==> src/rtl/lsu_ctrl_pkg.sv <==
// Shared load/store definitions: memory opcodes, funct3 access-size codes,
// controller state encoding and small decode helpers used by the LSU.
package lsu_ctrl_pkg;

  // Memory operation class from the decoder. Code 2'b11 is unused and
  // behaves like a NOP.
  localparam logic [1:0] MEM_OP_NOP   = 2'b00;
  localparam logic [1:0] MEM_OP_LOAD  = 2'b01;
  localparam logic [1:0] MEM_OP_STORE = 2'b10;

  // Access size/sign, funct3 encoding.
  localparam logic [2:0] MEM_SEL_B  = 3'b000;
  localparam logic [2:0] MEM_SEL_H  = 3'b001;
  localparam logic [2:0] MEM_SEL_W  = 3'b010;
  localparam logic [2:0] MEM_SEL_BU = 3'b100;
  localparam logic [2:0] MEM_SEL_HU = 3'b101;

  typedef enum logic [1:0] {
    ST_IDLE  = 2'd0,
    ST_BEAT1 = 2'd1,
    ST_BEAT2 = 2'd2,
    ST_RESP  = 2'd3
  } lsu_state_e;

  // Access size in bytes. Illegal codes return 4; they never reach the bus.
  function automatic logic [2:0] sel_size(input logic [2:0] sel);
    case (sel)
      MEM_SEL_B, MEM_SEL_BU: sel_size = 3'd1;
      MEM_SEL_H, MEM_SEL_HU: sel_size = 3'd2;
      default:               sel_size = 3'd4;
    endcase
  endfunction

  // Byte mask of the access before lane shifting: 2^size - 1.
  function automatic logic [3:0] sel_mask(input logic [2:0] sel);
    case (sel_size(sel))
      3'd1:    sel_mask = 4'b0001;
      3'd2:    sel_mask = 4'b0011;
      default: sel_mask = 4'b1111;
    endcase
  endfunction

  // Loads take all five codes, stores only the unsigned-agnostic three.
  function automatic logic sel_legal(input logic is_store, input logic [2:0] sel);
    case (sel)
      MEM_SEL_B, MEM_SEL_H, MEM_SEL_W: sel_legal = 1'b1;
      MEM_SEL_BU, MEM_SEL_HU:          sel_legal = !is_store;
      default:                         sel_legal = 1'b0;
    endcase
  endfunction

  // Access crosses a word boundary when off + size > 4.
  function automatic logic is_split(input logic [1:0] off, input logic [2:0] sel);
    is_split = ({2'b00, off} + {1'b0, sel_size(sel)}) > 4'd4;
  endfunction

endpackage

==> src/rtl/lsu_align.sv <==
// Byte-lane alignment for the LSU (purely combinational).
//   off, sel   : byte offset within the word and funct3 size code
//   wdata      : right-aligned store data
//   lo, hi     : read data captured from beat 1 / beat 2
//   be64       : byte enables across two words (low nibble = beat 1)
//   wd64       : lane-shifted store data across two words
//   ldata      : loaded value, shifted down and sign/zero extended
module lsu_align
  import lsu_ctrl_pkg::*;
(
  input  logic [1:0]  off,
  input  logic [2:0]  sel,
  input  logic [31:0] wdata,
  input  logic [31:0] lo,
  input  logic [31:0] hi,
  output logic [7:0]  be64,
  output logic [63:0] wd64,
  output logic [31:0] ldata
);

  logic [63:0] rd64;

  always_comb begin
    be64  = {4'b0000, sel_mask(sel)} << off;
    wd64  = {32'b0, wdata} << {off, 3'b000};
    rd64  = {hi, lo} >> {off, 3'b000};
    ldata = '0;
    case (sel)
      MEM_SEL_B:  ldata = {{24{rd64[7]}}, rd64[7:0]};
      MEM_SEL_H:  ldata = {{16{rd64[15]}}, rd64[15:0]};
      MEM_SEL_W:  ldata = rd64[31:0];
      MEM_SEL_BU: ldata = {24'b0, rd64[7:0]};
      MEM_SEL_HU: ldata = {16'b0, rd64[15:0]};
      default:    ldata = '0;
    endcase
  end

endmodule

==> src/rtl/lsu_ctrl.sv <==
// Load/store sequencing controller. Accepts one decoded memory request at a
// time, issues one or two word-aligned bus beats (misaligned accesses are
// split across two words), then returns extended load data or store
// completion for one cycle. The pipeline is stalled while busy.
//   req_*/mem_op/mem_sel/addr/wdata/rd : request from execute
//   busy                               : stall, == !req_ready
//   resp_*                             : one-cycle completion to writeback
//   bus_*                              : registered data-memory bus master
// TIMEOUT_CYCLES: cycles a beat may wait for bus_ack (0 = never time out).
module lsu_ctrl
  import lsu_ctrl_pkg::*;
#(
  parameter int TIMEOUT_CYCLES = 255
) (
  input  logic        clk,
  input  logic        rst,
  input  logic        req_valid,
  output logic        req_ready,
  input  logic [1:0]  mem_op,
  input  logic [2:0]  mem_sel,
  input  logic [31:0] addr,
  input  logic [31:0] wdata,
  input  logic [4:0]  rd,
  output logic        busy,
  output logic        resp_valid,
  output logic        resp_err,
  output logic [31:0] resp_rdata,
  output logic [4:0]  resp_rd,
  output logic        bus_req,
  output logic        bus_we,
  output logic [31:0] bus_addr,
  output logic [3:0]  bus_be,
  output logic [31:0] bus_wdata,
  input  logic        bus_ack,
  input  logic [31:0] bus_rdata
);

  localparam logic [7:0] TMO_LAST = 8'(TIMEOUT_CYCLES - 1);
  localparam logic       TMO_EN   = (TIMEOUT_CYCLES != 0);

  lsu_state_e state, state_n;

  // Registered request fields.
  logic        q_store, q_store_n;
  logic [2:0]  q_sel, q_sel_n;
  logic [1:0]  q_off, q_off_n;
  logic [31:0] q_wdata, q_wdata_n;
  logic [4:0]  q_rd, q_rd_n;
  logic        q_split, q_split_n;

  // Captured read data, error flag, per-beat wait counter.
  logic [31:0] lo, lo_n, hi, hi_n;
  logic        err, err_n;
  logic [7:0]  cnt, cnt_n;

  logic        bus_req_n, bus_we_n;
  logic [31:0] bus_addr_n, bus_wdata_n;
  logic [3:0]  bus_be_n;

  // One aligner serves both beats: in IDLE it sees the incoming request so
  // beat 1 can be registered at acceptance; afterwards it sees the held copy.
  logic [1:0]  al_off;
  logic [2:0]  al_sel;
  logic [31:0] al_wdata, al_ldata;
  logic [7:0]  al_be64;
  logic [63:0] al_wd64;

  logic in_idle, is_mem, is_store, tmo_hit;

  assign in_idle  = (state == ST_IDLE);
  assign is_mem   = (mem_op == MEM_OP_LOAD) || (mem_op == MEM_OP_STORE);
  assign is_store = (mem_op == MEM_OP_STORE);
  assign tmo_hit  = TMO_EN && (cnt == TMO_LAST);

  assign al_off   = in_idle ? addr[1:0] : q_off;
  assign al_sel   = in_idle ? mem_sel   : q_sel;
  assign al_wdata = in_idle ? wdata     : q_wdata;

  lsu_align u_align (
    .off   (al_off),
    .sel   (al_sel),
    .wdata (al_wdata),
    .lo    (lo),
    .hi    (hi),
    .be64  (al_be64),
    .wd64  (al_wd64),
    .ldata (al_ldata)
  );

  assign req_ready  = in_idle && !rst;
  assign busy       = !req_ready;
  assign resp_valid = (state == ST_RESP);
  assign resp_err   = resp_valid && err;
  assign resp_rdata = (resp_valid && !q_store && !err) ? al_ldata : '0;
  assign resp_rd    = (resp_valid && !q_store) ? q_rd : '0;

  always_comb begin
    state_n     = state;
    q_store_n   = q_store;
    q_sel_n     = q_sel;
    q_off_n     = q_off;
    q_wdata_n   = q_wdata;
    q_rd_n      = q_rd;
    q_split_n   = q_split;
    lo_n        = lo;
    hi_n        = hi;
    err_n       = err;
    cnt_n       = cnt;
    bus_req_n   = bus_req;
    bus_we_n    = bus_we;
    bus_addr_n  = bus_addr;
    bus_be_n    = bus_be;
    bus_wdata_n = bus_wdata;

    case (state)
      ST_IDLE: begin
        if (req_valid && is_mem) begin
          q_store_n = is_store;
          q_sel_n   = mem_sel;
          q_off_n   = addr[1:0];
          q_wdata_n = wdata;
          q_rd_n    = rd;
          q_split_n = is_split(addr[1:0], mem_sel);
          lo_n      = '0;
          hi_n      = '0;
          cnt_n     = '0;
          if (!sel_legal(is_store, mem_sel)) begin
            err_n   = 1'b1;
            state_n = ST_RESP;
          end else begin
            err_n       = 1'b0;
            state_n     = ST_BEAT1;
            bus_req_n   = 1'b1;
            bus_we_n    = is_store;
            bus_addr_n  = {addr[31:2], 2'b00};
            bus_be_n    = al_be64[3:0];
            bus_wdata_n = al_wd64[31:0];
          end
        end
      end

      ST_BEAT1, ST_BEAT2: begin
        if (bus_ack) begin
          cnt_n = '0;
          if (state == ST_BEAT1) lo_n = bus_rdata;
          else                   hi_n = bus_rdata;
          if (state == ST_BEAT1 && q_split) begin
            // Second beat follows back-to-back; bus_req stays high.
            state_n     = ST_BEAT2;
            bus_addr_n  = bus_addr + 32'd4;
            bus_be_n    = al_be64[7:4];
            bus_wdata_n = al_wd64[63:32];
          end else begin
            state_n = ST_RESP;
          end
        end else if (tmo_hit) begin
          // Abandon the beat; a completed first store beat is not undone.
          err_n   = 1'b1;
          state_n = ST_RESP;
        end else begin
          cnt_n = cnt + 8'd1;
        end
        if (state_n == ST_RESP) begin
          bus_req_n   = 1'b0;
          bus_we_n    = 1'b0;
          bus_addr_n  = '0;
          bus_be_n    = '0;
          bus_wdata_n = '0;
        end
      end

      ST_RESP: state_n = ST_IDLE;

      default: state_n = ST_IDLE;
    endcase
  end

  always_ff @(posedge clk or posedge rst) begin
    if (rst) begin
      state     <= ST_IDLE;
      q_store   <= 1'b0;
      q_sel     <= '0;
      q_off     <= '0;
      q_wdata   <= '0;
      q_rd      <= '0;
      q_split   <= 1'b0;
      lo        <= '0;
      hi        <= '0;
      err       <= 1'b0;
      cnt       <= '0;
      bus_req   <= 1'b0;
      bus_we    <= 1'b0;
      bus_addr  <= '0;
      bus_be    <= '0;
      bus_wdata <= '0;
    end else begin
      state     <= state_n;
      q_store   <= q_store_n;
      q_sel     <= q_sel_n;
      q_off     <= q_off_n;
      q_wdata   <= q_wdata_n;
      q_rd      <= q_rd_n;
      q_split   <= q_split_n;
      lo        <= lo_n;
      hi        <= hi_n;
      err       <= err_n;
      cnt       <= cnt_n;
      bus_req   <= bus_req_n;
      bus_we    <= bus_we_n;
      bus_addr  <= bus_addr_n;
      bus_be    <= bus_be_n;
      bus_wdata <= bus_wdata_n;
    end
  end

endmodule
==> config.mk <==
export PLATFORM = sky130hd
export DESIGN_NAME = lsu_ctrl
export DESIGN_NICKNAME = d
export VERILOG_FILES = /design/src/rtl/lsu_ctrl_pkg.sv /design/src/rtl/lsu_align.sv /design/src/rtl/lsu_ctrl.sv
export SDC_FILE = /design/constraint.sdc
export NUM_CORES = 1
export LEC_CHECK = 0
export CELL_PAD_IN_SITES_DETAIL_PLACEMENT = 0
export CELL_PAD_IN_SITES_GLOBAL_PLACEMENT = 2
export CORE_UTILIZATION = 34
export CTS_CLUSTER_DIAMETER = 60
export DETAILED_ROUTE_END_ITERATION = 12
export PLACE_DENSITY = 0.95
export SYNTH_ARGS = -nofsm -noshare
export SYNTH_HDL_FRONTEND = slang
export SYNTH_SLANG_ARGS = --single-unit
export TNS_END_PERCENT = 50
==> constraint.sdc <==
create_clock -name clk -period 12.7 [get_ports clk]
set_input_delay 2.54 -clock clk [delete_from_list [all_inputs] [get_ports clk]]
set_output_delay 2.54 -clock clk [all_outputs]
set_load 0.1 [all_outputs]
==> results of run 1 <==
## final cells by class
cell class / instances / area (sq um)
Inverter: 24 / 95.1
Fill cell: 2926 / 16500
Timing Repair Buffer: 230 / 2270
Tap cell: 390 / 488
Multi-Input combinational cell: 851 / 5530
Sequential cell: 179 / 4480
Clock inverter: 11 / 118
Clock buffer: 21 / 470
Antenna cell: 1 / 2.50
## registers in the layout, summed over array words and instances (netlist names)
name / count
q_split: 1
q_sel: 3
lo: 32
hi: 24
err: 1
bus_wdata: 32
q_off: 2
bus_addr: 30
q_rd: 5
q_store: 1
bus_be: 4
state: 2
bus_we: 1
q_wdata: 32
cnt: 8
bus_req: 1
## per-layer routing
layer,up-vias,wire [um]
li1,4450,-
met3,34,2390
met5,-,0
met2,378,15200
met1,4564,15800
met4,0,549
## synth_stat cells, types with 16 or more instances
| cell | n |
|---|---|
| sky130_fd_sc_hd__nor3_1 | 16 |
| sky130_fd_sc_hd__clkbuf_1 | 43 |
| sky130_fd_sc_hd__inv_1 | 24 |
| sky130_fd_sc_hd__buf_2 | 28 |
| sky130_fd_sc_hd__mux2_2 | 55 |
| sky130_fd_sc_hd__dfrtp_1 | 179 |
| sky130_fd_sc_hd__nor2_1 | 63 |
| sky130_fd_sc_hd__a21oi_1 | 43 |
| sky130_fd_sc_hd__nand2_1 | 238 |
| sky130_fd_sc_hd__o21ai_0 | 118 |
| sky130_fd_sc_hd__mux4_2 | 16 |
| sky130_fd_sc_hd__nand3_1 | 29 |
| sky130_fd_sc_hd__mux2i_1 | 36 |
## through the flow
step	setup WS, ns	std cells	utilization, %
detailed placement	3.95	1674	42.9
finish	3.92	1707	44.9
global route	3.70	1707	44.9
CTS	3.93	1706	44.9
global placement	4.05	1674	42.9
floorplan	0.783	1136	-
## worst max-delay path by stage
| stage | endpoint | slack, ns | cells after the start |
|---|---|---|---|
| after floorplan | req_ready | 0.78 | 3 |
| after CTS | resp_rdata[10] | 3.93 | 8 |
| final | resp_rdata[10] | 3.92 | 8 |
| after global routing | resp_rdata[8] | 3.70 | 8 |
| after global placement | resp_rdata[11] | 4.05 | 8 |
| after detailed placement | resp_rdata[10] | 3.95 | 8 |
## worst reg2reg max path, delay by kind of cell, from the launching register on
| family | cells | cell delay (ns) |
|---|---|---|
| DFF | 1 | 0.46 |
| adders and majority gates | 1 | 0.32 |
| buffers and inverters | 2 | 0.74 |
| AOI/OAI and AO/OA | 2 | 0.80 |
| and+or+nand+nor | 3 | 1.47 |
## cell families (layout without fill, tap and decap cells)
family / count (synthesis) / after routing / share of synthesized area [%]
DFF: 179 / 179 / 42.9
buffers and inverters: 106 / 286 / 4.51
xor gates and xnor gates: 6 / 6 / 0.504
muxes: 108 / 108 / 13.0
AOI/OAI and AO/OA: 308 / 308 / 19.8
other: 1 / 3 / 0.0359
adders and majority gates: 13 / 13 / 1.63
and+or+nand+nor: 414 / 414 / 17.6
==> impl_metrics.tcl, run 1 <==
set metrics [dict create \
    status "finished clean" \
    critPathMostFrequentCell "sky130_fd_sc_hd__clkdlybuf4s50_1" \
    cp-start-kind "input pin" \
    die_height_um 177 \
    max_cap_viol_count 0 \
    ys_warn_count 0 \
    number_of_rows_created_at_floorplan 63 \
    r2r_start "state[0]$_DFFE_PP0N_" \
    grt_pass1_vias 9166 \
    post_synth_instance_area_sq_um 10400 \
    min_path_cells 2 \
    clk_pin_slew_ns 0.07 \
    initialDrtViolationCount 880 \
    placeableCoreArea_sq_um 30000 \
    viasPerCell 5.52 \
    clockRootBuffer "sky130_fd_sc_hd__clkbuf_16" \
    gr-usage-met3_pct 4.55 \
    hold_end "bus_wdata[7]$_DFFE_PP0P_" \
    pin_count_of_the_biggest_net_entering_global_routing 83 \
    cts_repair_resizes 0 \
    ff2ff_path_depth 8 \
    r2r_end "bus_addr[22]$_DFFE_PP0P_" \
    clk_path_buf_depth 2 \
    r2r_setup_slk_ns 8.82 \
    critical_path_required_ns 10.16 \
    syn_avg_cell_area_sq_um 9.19 \
    syn_inst 1135 \
    family_with_the_most_delay_on_the_worst_path "buffers and inverters" \
    synth-edff-count 0 \
    chipWidth_um 177 \
    drt_drc_violations_left 0 \
    insertion_delay_ns 0.44 \
    start_util_pct 34.8 \
    maxSlewHeadroom_pct 21.3 \
    synth_top_cells_by_area "sky130_fd_sc_hd__dfrtp_1 43%, sky130_fd_sc_hd__nand2_1 8.6%, sky130_fd_sc_hd__mux2_2 5.9%" \
    place_area_sq_um 12900 \
    cts_made_buffers 17 \
    worst-path-max-fanout 49 \
    startpoint "addr[0]" \
    number_of_antenna_violations_at_the_first_check_in_global_routing 1 \
    ys_async_sr_fraction_pct 100 \
    timing.hold.worst.start "bus_wdata[7]$_DFFE_PP0P_" \
    design_area_sq_um 13500 \
    delay_contributed_by_the_slowest_stage_of_the_critical_path_ns 1.17 \
    min_path_type "reg -> reg" \
    h-tree-depth 4 \
    dr.pass1.iters 5 \
    global_route.usage.total_pct 22.1 \
    slew_viol_final 0 \
    path_cells "clkdlybuf4s50_1, mux2_2, buf_4, mux2i_1, o22ai_1, nand2_1, a21oi_1, clkdlybuf4s50_1" \
    worst_clock_skew_ns 0.0139 \
    gr-max-usage-layer "met2" \
    finalHoldWorstSlack_ns 0.480 \
    worst-slew-pin-transition_ns 1.17 \
    holdBufCountCts 0 \
    clock_sinks 179 \
    layout.cells.most_common_list "237 x sky130_fd_sc_hd__nand2_1, 218 x sky130_fd_sc_hd__clkdlybuf4s50_1, 179 x sky130_fd_sc_hd__dfrtp_1, 118 x sky130_fd_sc_hd__o21ai_0, 62 x sky130_fd_sc_hd__nor2_1" \
    final_min_period_over_clock_period_pct 69.1 \
    post-synth-top-area-cell "sky130_fd_sc_hd__dfrtp_1" \
    worst_setup_path_end_kind "output port" \
    slowest_stage "sky130_fd_sc_hd__clkdlybuf4s50_1" \
    routedWlPerCell_um 19.9 \
    post_synth_num_cell_types 67 \
    use_met1_pct 31.5 \
    global_route_wire_length_before_repair_um 53900 \
    areaGrowthSynthToFinish_pct 29.0 \
    layout.nets 1426 \
    rsz0062_at_grt "false" \
    worst_ep_arrival_time_ns 6.24 \
    critical_path_buf_inv_count 3 \
    synth_top_area_share_pct 42.9 \
    finalSetupViolCount 0 \
    dp_hpwl_um 23500 \
    tritoncts "done" \
    place_congestion 0.895 \
    wire_length_reported_by_the_detailed_router_um 33900 \
    area_of_the_die_sq_um 31400 \
    yosysSeqAreaShare_pct 42.9 \
    synth_top_flop_cell "sky130_fd_sc_hd__dfrtp_1" \
    drive_above_1_share_pct 10.2 \
    port-buffer-count 218 \
    final_period_minus_worst_setup_slack_ns 8.78 \
    hold_viol 0 \
    layout.cells.most_common "sky130_fd_sc_hd__nand2_1" \
    routed-via-count 9426 \
    synth-seq-cells 179 \
    boundaryPins 221 \
    clock.fmax_mhz 114 \
    cts_setup_buffers 0 \
    timing_worst_setup_path_type "in -> out" \
    overflow 0 \
    met2_usage_pct 33.6 \
    tns_ns 0 \
    postRouteAntennaNets 0 \
]
Power of run 1 is left out: the tool's default activity adds up to more than one toggle a clock period on the data nets, which glitch-free logic cannot reach.
==> run 2, diff against run 1 <==
--- a/config.mk
+++ b/config.mk
@@ -7,10 +7,10 @@
 export LEC_CHECK = 0
 export CELL_PAD_IN_SITES_DETAIL_PLACEMENT = 0
 export CELL_PAD_IN_SITES_GLOBAL_PLACEMENT = 2
-export CORE_UTILIZATION = 34
+export CORE_UTILIZATION = 28
 export CTS_CLUSTER_DIAMETER = 60
 export DETAILED_ROUTE_END_ITERATION = 12
-export PLACE_DENSITY = 0.95
+export PLACE_DENSITY = 0.87
 export SYNTH_ARGS = -nofsm -noshare
 export SYNTH_HDL_FRONTEND = slang
 export SYNTH_SLANG_ARGS = --single-unit
==> constraint.sdc (replaced) <==
create_clock -name clk -period 7 [get_ports clk]
set_input_delay 1.4 -clock clk [delete_from_list [all_inputs] [get_ports clk]]
set_output_delay 1.4 -clock clk [all_outputs]
set_load 0.1 [all_outputs]
==> impl_metrics.tcl, run 2 (synthesis gave the netlist of run 1 again) <==
set metrics [dict create \
    status "finished clean" \
    timing_worst_setup_path_type "in -> out" \
    place_worst_setup_slack_ns 1.24 \
    layout_setup_ws_ns 1.24 \
    worst_ep_arrival_time_ns 4.36 \
    startpoint "addr[0]" \
    chipWidth_um 195 \
    vdd_drop_max_uv 243 \
    critical_path_required_ns 5.60 \
    start_util_pct 28.5 \
    clock.fmax_mhz 174 \
    layout.cells.most_common_list "237 x sky130_fd_sc_hd__nand2_1, 186 x sky130_fd_sc_hd__clkdlybuf4s50_1, 179 x sky130_fd_sc_hd__dfrtp_1, 118 x sky130_fd_sc_hd__o21ai_0, 62 x sky130_fd_sc_hd__nor2_1" \
    total_of_fill_cells_in_the_finished_design 3714 \
    cts_repair_resizes 0 \
    place_congestion 0.856 \
    slew_viol_final 0 \
    min_path_type "reg -> reg" \
    power_mw 7.69 \
    initialDrtViolationCount 714 \
    die_height_um 195 \
    cp-start-kind "input pin" \
    finalHoldWorstSlack_ns 0.479 \
    final_period_minus_worst_setup_slack_ns 5.76 \
    global_route_wire_length_before_repair_um 55400 \
    routed-via-count 9401 \
    layout.cells.most_common "sky130_fd_sc_hd__nand2_1" \
    drive_above_1_share_pct 12.6 \
    grt_pass1_vias 9214 \
    pin_count_of_the_biggest_net_entering_global_routing 133 \
    layoutNonFillerInstCount 1789 \
    tritoncts "done" \
    number_of_rows_created_at_floorplan 70 \
    viasPerCell 5.25 \
    drt_drc_violations_left 0 \
    max_cap_viol_count 0 \
    overflow 0 \
    r2r_start "state[0]$_DFFE_PP0N_" \
    boundaryPins 221 \
    dr.pass1.iters 5 \
    routedWlPerCell_um 19.8 \
    layout.nets 1429 \
    insertion_delay_ns 0.44 \
    global_route.usage.total_pct 18.8 \
    area_of_the_die_sq_um 38000 \
    postRouteAntennaNets 0 \
    top_registers "bus_wdata x32, lo x32, q_wdata x32" \
    worst_clock_skew_ns 0.0112 \
    worst_setup_path_end_kind "output port" \
    wire_length_reported_by_the_detailed_router_um 35400 \
    tns_ns 0 \
    timing.hold.worst.start "bus_wdata[11]$_DFFE_PP0P_" \
    number_of_cells_in_the_design_after_placement 1755 \
    hold_viol 0 \
    finalSetupViolCount 0 \
    clock_sinks 179 \
    maxSlewHeadroom_pct 21.3 \
    leakagePower_nw 5.44 \
    worst-path-max-fanout 24 \
    port-buffer-count 218 \
    p_per_area_nw_per_um2 568 \
    clk_pin_slew_ns 0.06 \
    areaGrowthSynthToFinish_pct 29.8 \
    h-tree-depth 4 \
    rsz0062_at_grt "false" \
    placeableCoreArea_sq_um 36600 \
    cts_made_buffers 17 \
    clk_path_buf_depth 2 \
    cts_setup_buffers 0 \
    number_of_antenna_violations_at_the_first_check_in_global_routing 4 \
    clockRootBuffer "sky130_fd_sc_hd__clkbuf_16" \
    dp_hpwl_um 25500 \
    final_min_period_over_clock_period_pct 82.3 \
    holdBufCountCts 0 \
    worst-slew-pin-transition_ns 1.18 \
]
run 2: cell types whose count changed in the layout (fill, tap and decap cells not counted), sizes merged:
cell / previous run / this run
bufinv: 1 / 4
diode: 1 / 3
clkdlybuf4s50: 218 / 186
inv: 30 / 23
clkbuf: 21 / 22
buf: 12 / 47
clkinvlp: 1 / 3
run 2: per-stage QoR:
step / util [%] / area (sq um)
floorplan: - / 10400
global placement: 35.3 / 12900
detailed placement: 35.3 / 12900
CTS: 37.0 / 13500
global route: 37.0 / 13500
finish: 37.0 / 13500
run 2: layout make-up:
type | count | area, sq um | share of cell area [%]
diodes | 3 | 7.51 | 0.0554
clock buffers | 22 | 464 | 3.43
clock inverters | 9 | 154 | 1.14
inverters | 24 | 93.8 | 0.693
multi-input cells | 851 | 5530 | 40.8
flip-flops and latches | 179 | 4480 | 33.1
well taps | 468 | 586 | 4.32
repair buffers | 233 | 2230 | 16.4
run 2: worst paths after layout:
kind / endpoint / cells past startpoint / slack [ns]
worst min register to register: bus_wdata[11]$_DFFE_PP0P_ / 2 / 0.48
worst max-delay path: resp_rdata[25] / 7 / 1.24
min in group asynchronous: hi[23]$_DFFE_PP0P_ / 3 / 1.56
worst max register to register: bus_addr[6]$_DFFE_PP0P_ / 10 / 3.30
worst min-delay path: bus_wdata[11]$_DFFE_PP0P_ / 2 / 0.48
max in group asynchronous: q_wdata[30]$_DFFE_PP0P_ / 4 / 4.24
run 2: routing by layer:
metal	track usage (%)	vias to the layer above	share of wire, %	wire, um
met2	28.7	396	45	15900
met1	26.4	4502	45	16100
met3	4.23	39	7.8	2780
li1	-	4462	-	-
met4	5.40	2	1.9	660
met5	0	-	0.037	13
run 2: where the power goes:
group	internal [mW]	switching [mW]	leakage [nW]
combinational	1.41	3.44	2.85
sequential	1.46	0.354	2.29
clock	0.615	0.418	0.296
total	3.48	4.21	5.44
run 2: critical path: stages:
cell,delay [ns]
sky130_fd_sc_hd__clkdlybuf4s50_1,0.72
sky130_fd_sc_hd__mux2_2,0.64
sky130_fd_sc_hd__mux2i_1,0.33
sky130_fd_sc_hd__o22ai_1,0.23
sky130_fd_sc_hd__a32oi_4,0.57
sky130_fd_sc_hd__a21oi_1,0.16
sky130_fd_sc_hd__buf_4,0.29
No activity file was read; power rests on OpenSTA's default activity.
==> run 3, diff against run 2 <==
==> constraint.sdc (replaced) <==
create_clock -name clk -period 4.95 [get_ports clk]
set_input_delay 0.99 -clock clk [delete_from_list [all_inputs] [get_ports clk]]
set_output_delay 0.99 -clock clk [all_outputs]
set_load 0.1 [all_outputs]
==> impl_metrics.tcl, run 3 (synthesis gave the netlist of run 1 again) <==
set metrics [dict create \
    status "finished clean" \
    tritoncts "done" \
    critical_path_required_ns 3.96 \
    global_route.usage.total_pct 18.9 \
    total_length_of_routed_met3_wires_um 2470 \
    ff2ff_path_depth 9 \
    r2r_start "state[0]$_DFFE_PP0N_" \
    max_cap_viol_count 0 \
    maxSlewHeadroom_pct 21.8 \
    viasPerCell 5.22 \
    boundaryPins 221 \
    dp_hpwl_um 25600 \
    worst_ep_arrival_time_ns 3.72 \
    maxUsedRoutingLayer "met5" \
    leakagePower_nw 5.56 \
    layout.cells.most_common_list "237 x sky130_fd_sc_hd__nand2_1, 184 x sky130_fd_sc_hd__clkdlybuf4s50_1, 179 x sky130_fd_sc_hd__dfrtp_1, 118 x sky130_fd_sc_hd__o21ai_0, 62 x sky130_fd_sc_hd__nor2_1" \
    slew_viol_final 0 \
    clockPowerShare_pct 12.7 \
    p_per_area_nw_per_um2 784 \
    start_util_pct 28.5 \
    place_area_sq_um 13400 \
    insertion_delay_ns 0.44 \
    clk_pin_slew_ns 0.07 \
    die_height_um 195 \
    dr.pass1.iters 5 \
    worst-path-max-fanout 25 \
    drt_drc_violations_left 0 \
    cts_setup_buffers 0 \
    drive_above_1_share_pct 13.6 \
    register_area_sq_um 4480 \
    place_congestion 0.858 \
    pwr-share-comb_pct 64.0 \
    clock_sinks 179 \
    global_route_wire_length_before_repair_um 56000 \
    design_area_sq_um 14000 \
    cts_made_buffers 17 \
    startpoint "addr[0]" \
    pin_count_of_the_biggest_net_entering_global_routing 172 \
    h-tree-depth 4 \
    min_path_type "reg -> reg" \
    p_int_mw 4.95 \
    clock.fmax_mhz 212 \
    r2r_setup_slk_ns 1.48 \
    p_sw_share_pct 54.8 \
    tns_ns 0 \
    area_of_the_multi_input_gates_sq_um 5530 \
    final_period_minus_worst_setup_slack_ns 4.71 \
    routedWlPerCell_um 19.8 \
    placeableCoreArea_sq_um 36600 \
    hold_viol 0 \
    overflow 0 \
    clk_path_buf_depth 2 \
    port-buffer-count 218 \
    holdBufCountCts 0 \
    postRouteAntennaNets 0 \
    setup.worst_path.end "resp_rdata[14]" \
    number_of_antenna_violations_at_the_first_check_in_global_routing 3 \
    initialDrtViolationCount 582 \
    total_of_fill_cells_in_the_finished_design 3729 \
    r2r_end "bus_wdata[6]$_DFFE_PP0P_" \
    routed-via-count 9388 \
    grt_pass1_vias 9320 \
    clockRootBuffer "sky130_fd_sc_hd__clkbuf_16" \
    worst-slew-pin-transition_ns 1.17 \
    final_min_period_over_clock_period_pct 95.2 \
    worst_clock_skew_ns 0.0153 \
    chipWidth_um 195 \
    cp-start-kind "input pin" \
    wire_length_reported_by_the_detailed_router_um 35600 \
    worst_setup_path_end_kind "output port" \
    power_switching_mw 6.00 \
    number_of_rows_created_at_floorplan 70 \
    timing_worst_setup_path_type "in -> out" \
    area_of_the_die_sq_um 38000 \
    dr_wl_met2_um 16200 \
    vdd_drop_max_uv 281 \
    rsz0062_at_grt "false" \
    cts_repair_resizes 0 \
    detail_route.wirelength.met1_um 16300 \
    layout.cells.most_common "sky130_fd_sc_hd__nand2_1" \
    seq_power_share_pct 23.3 \
    top_registers "bus_wdata x32, lo x32, q_wdata x32" \
    layout.nets 1439 \
    areaGrowthSynthToFinish_pct 33.9 \
    finalSetupViolCount 0 \
]
==> run 3: final cells by class <==
| type | count | share of cell area, % |
|---|---|---|
| Timing Repair Buffer | 243 | 19.3 |
| Multi-Input combinational cell | 851 | 39.6 |
| Sequential cell | 179 | 32.1 |
| Clock inverter | 13 | 1.09 |
| Clock buffer | 18 | 3.07 |
| Antenna cell | 2 | 0.0358 |
| Tap cell | 468 | 4.19 |
| Inverter | 24 | 0.672 |
==> run 3: power groups by stage <==
stage / Clock, mW / Sequential (mW) / Combinational [mW]
floorplan: 0 / 3.88 / 3.72
global placement: 0 / 2.55 / 6.93
detailed placement: 0 / 2.58 / 6.99
CTS: 1.43 / 2.55 / 7.01
global route: 1.48 / 2.64 / 7.52
finish: 1.39 / 2.55 / 7.01
==> run 3: worst max-delay path: stages <==
cell	delay, ns
sky130_fd_sc_hd__clkdlybuf4s50_1	0.69
sky130_fd_sc_hd__mux2_2	0.27
sky130_fd_sc_hd__buf_4	0.34
sky130_fd_sc_hd__nor2_1	0.08
sky130_fd_sc_hd__o22ai_1	0.45
sky130_fd_sc_hd__nand2_1	0.33
sky130_fd_sc_hd__a21oi_1	0.33
sky130_fd_sc_hd__buf_12	0.22
==> run 3: per-stage QoR <==
stage / util (%) / total power, mW / hold slack [ns] / setup slack [ns] / cells
final: 38.2 / 10.9 / 0.481 / 0.237 / 1798
after global routing: 38.2 / 11.6 / 0.504 / 0.0228 / 1797
after CTS: 38.2 / 11.0 / 0.486 / 0.238 / 1796
after detailed placement: 36.6 / 9.57 / 0.469 / 0.258 / 1765
after global placement: 36.6 / 9.48 / 0.458 / 0.398 / 1765
after floorplan: - / 7.60 / 0.445 / -1.93 / 1136
==> run 3: per-layer routing <==
layer	track usage, %	vias to the layer above
met5	0	-
met4	5.42	2
li1	-	4484
met1	26.1	4553
met3	4.59	31
met2	29.1	318
==> run 3: worst min path at each step <==
| stage | endpoint | start | cells past startpoint |
|---|---|---|---|
| 2_1_floorplan | hi[16]$_DFFE_PP0P_ | hi[16]$_DFFE_PP0P_ | 2 |
| 3_3_place_gp | hi[17]$_DFFE_PP0P_ | hi[17]$_DFFE_PP0P_ | 2 |
| 3_5_place_dp | hi[22]$_DFFE_PP0P_ | hi[22]$_DFFE_PP0P_ | 2 |
| 4_1_cts | hi[22]$_DFFE_PP0P_ | hi[22]$_DFFE_PP0P_ | 2 |
| 5_1_grt | bus_wdata[13]$_DFFE_PP0P_ | bus_wdata[13]$_DFFE_PP0P_ | 2 |
| 6_report | bus_wdata[8]$_DFFE_PP0P_ | bus_wdata[8]$_DFFE_PP0P_ | 2 |
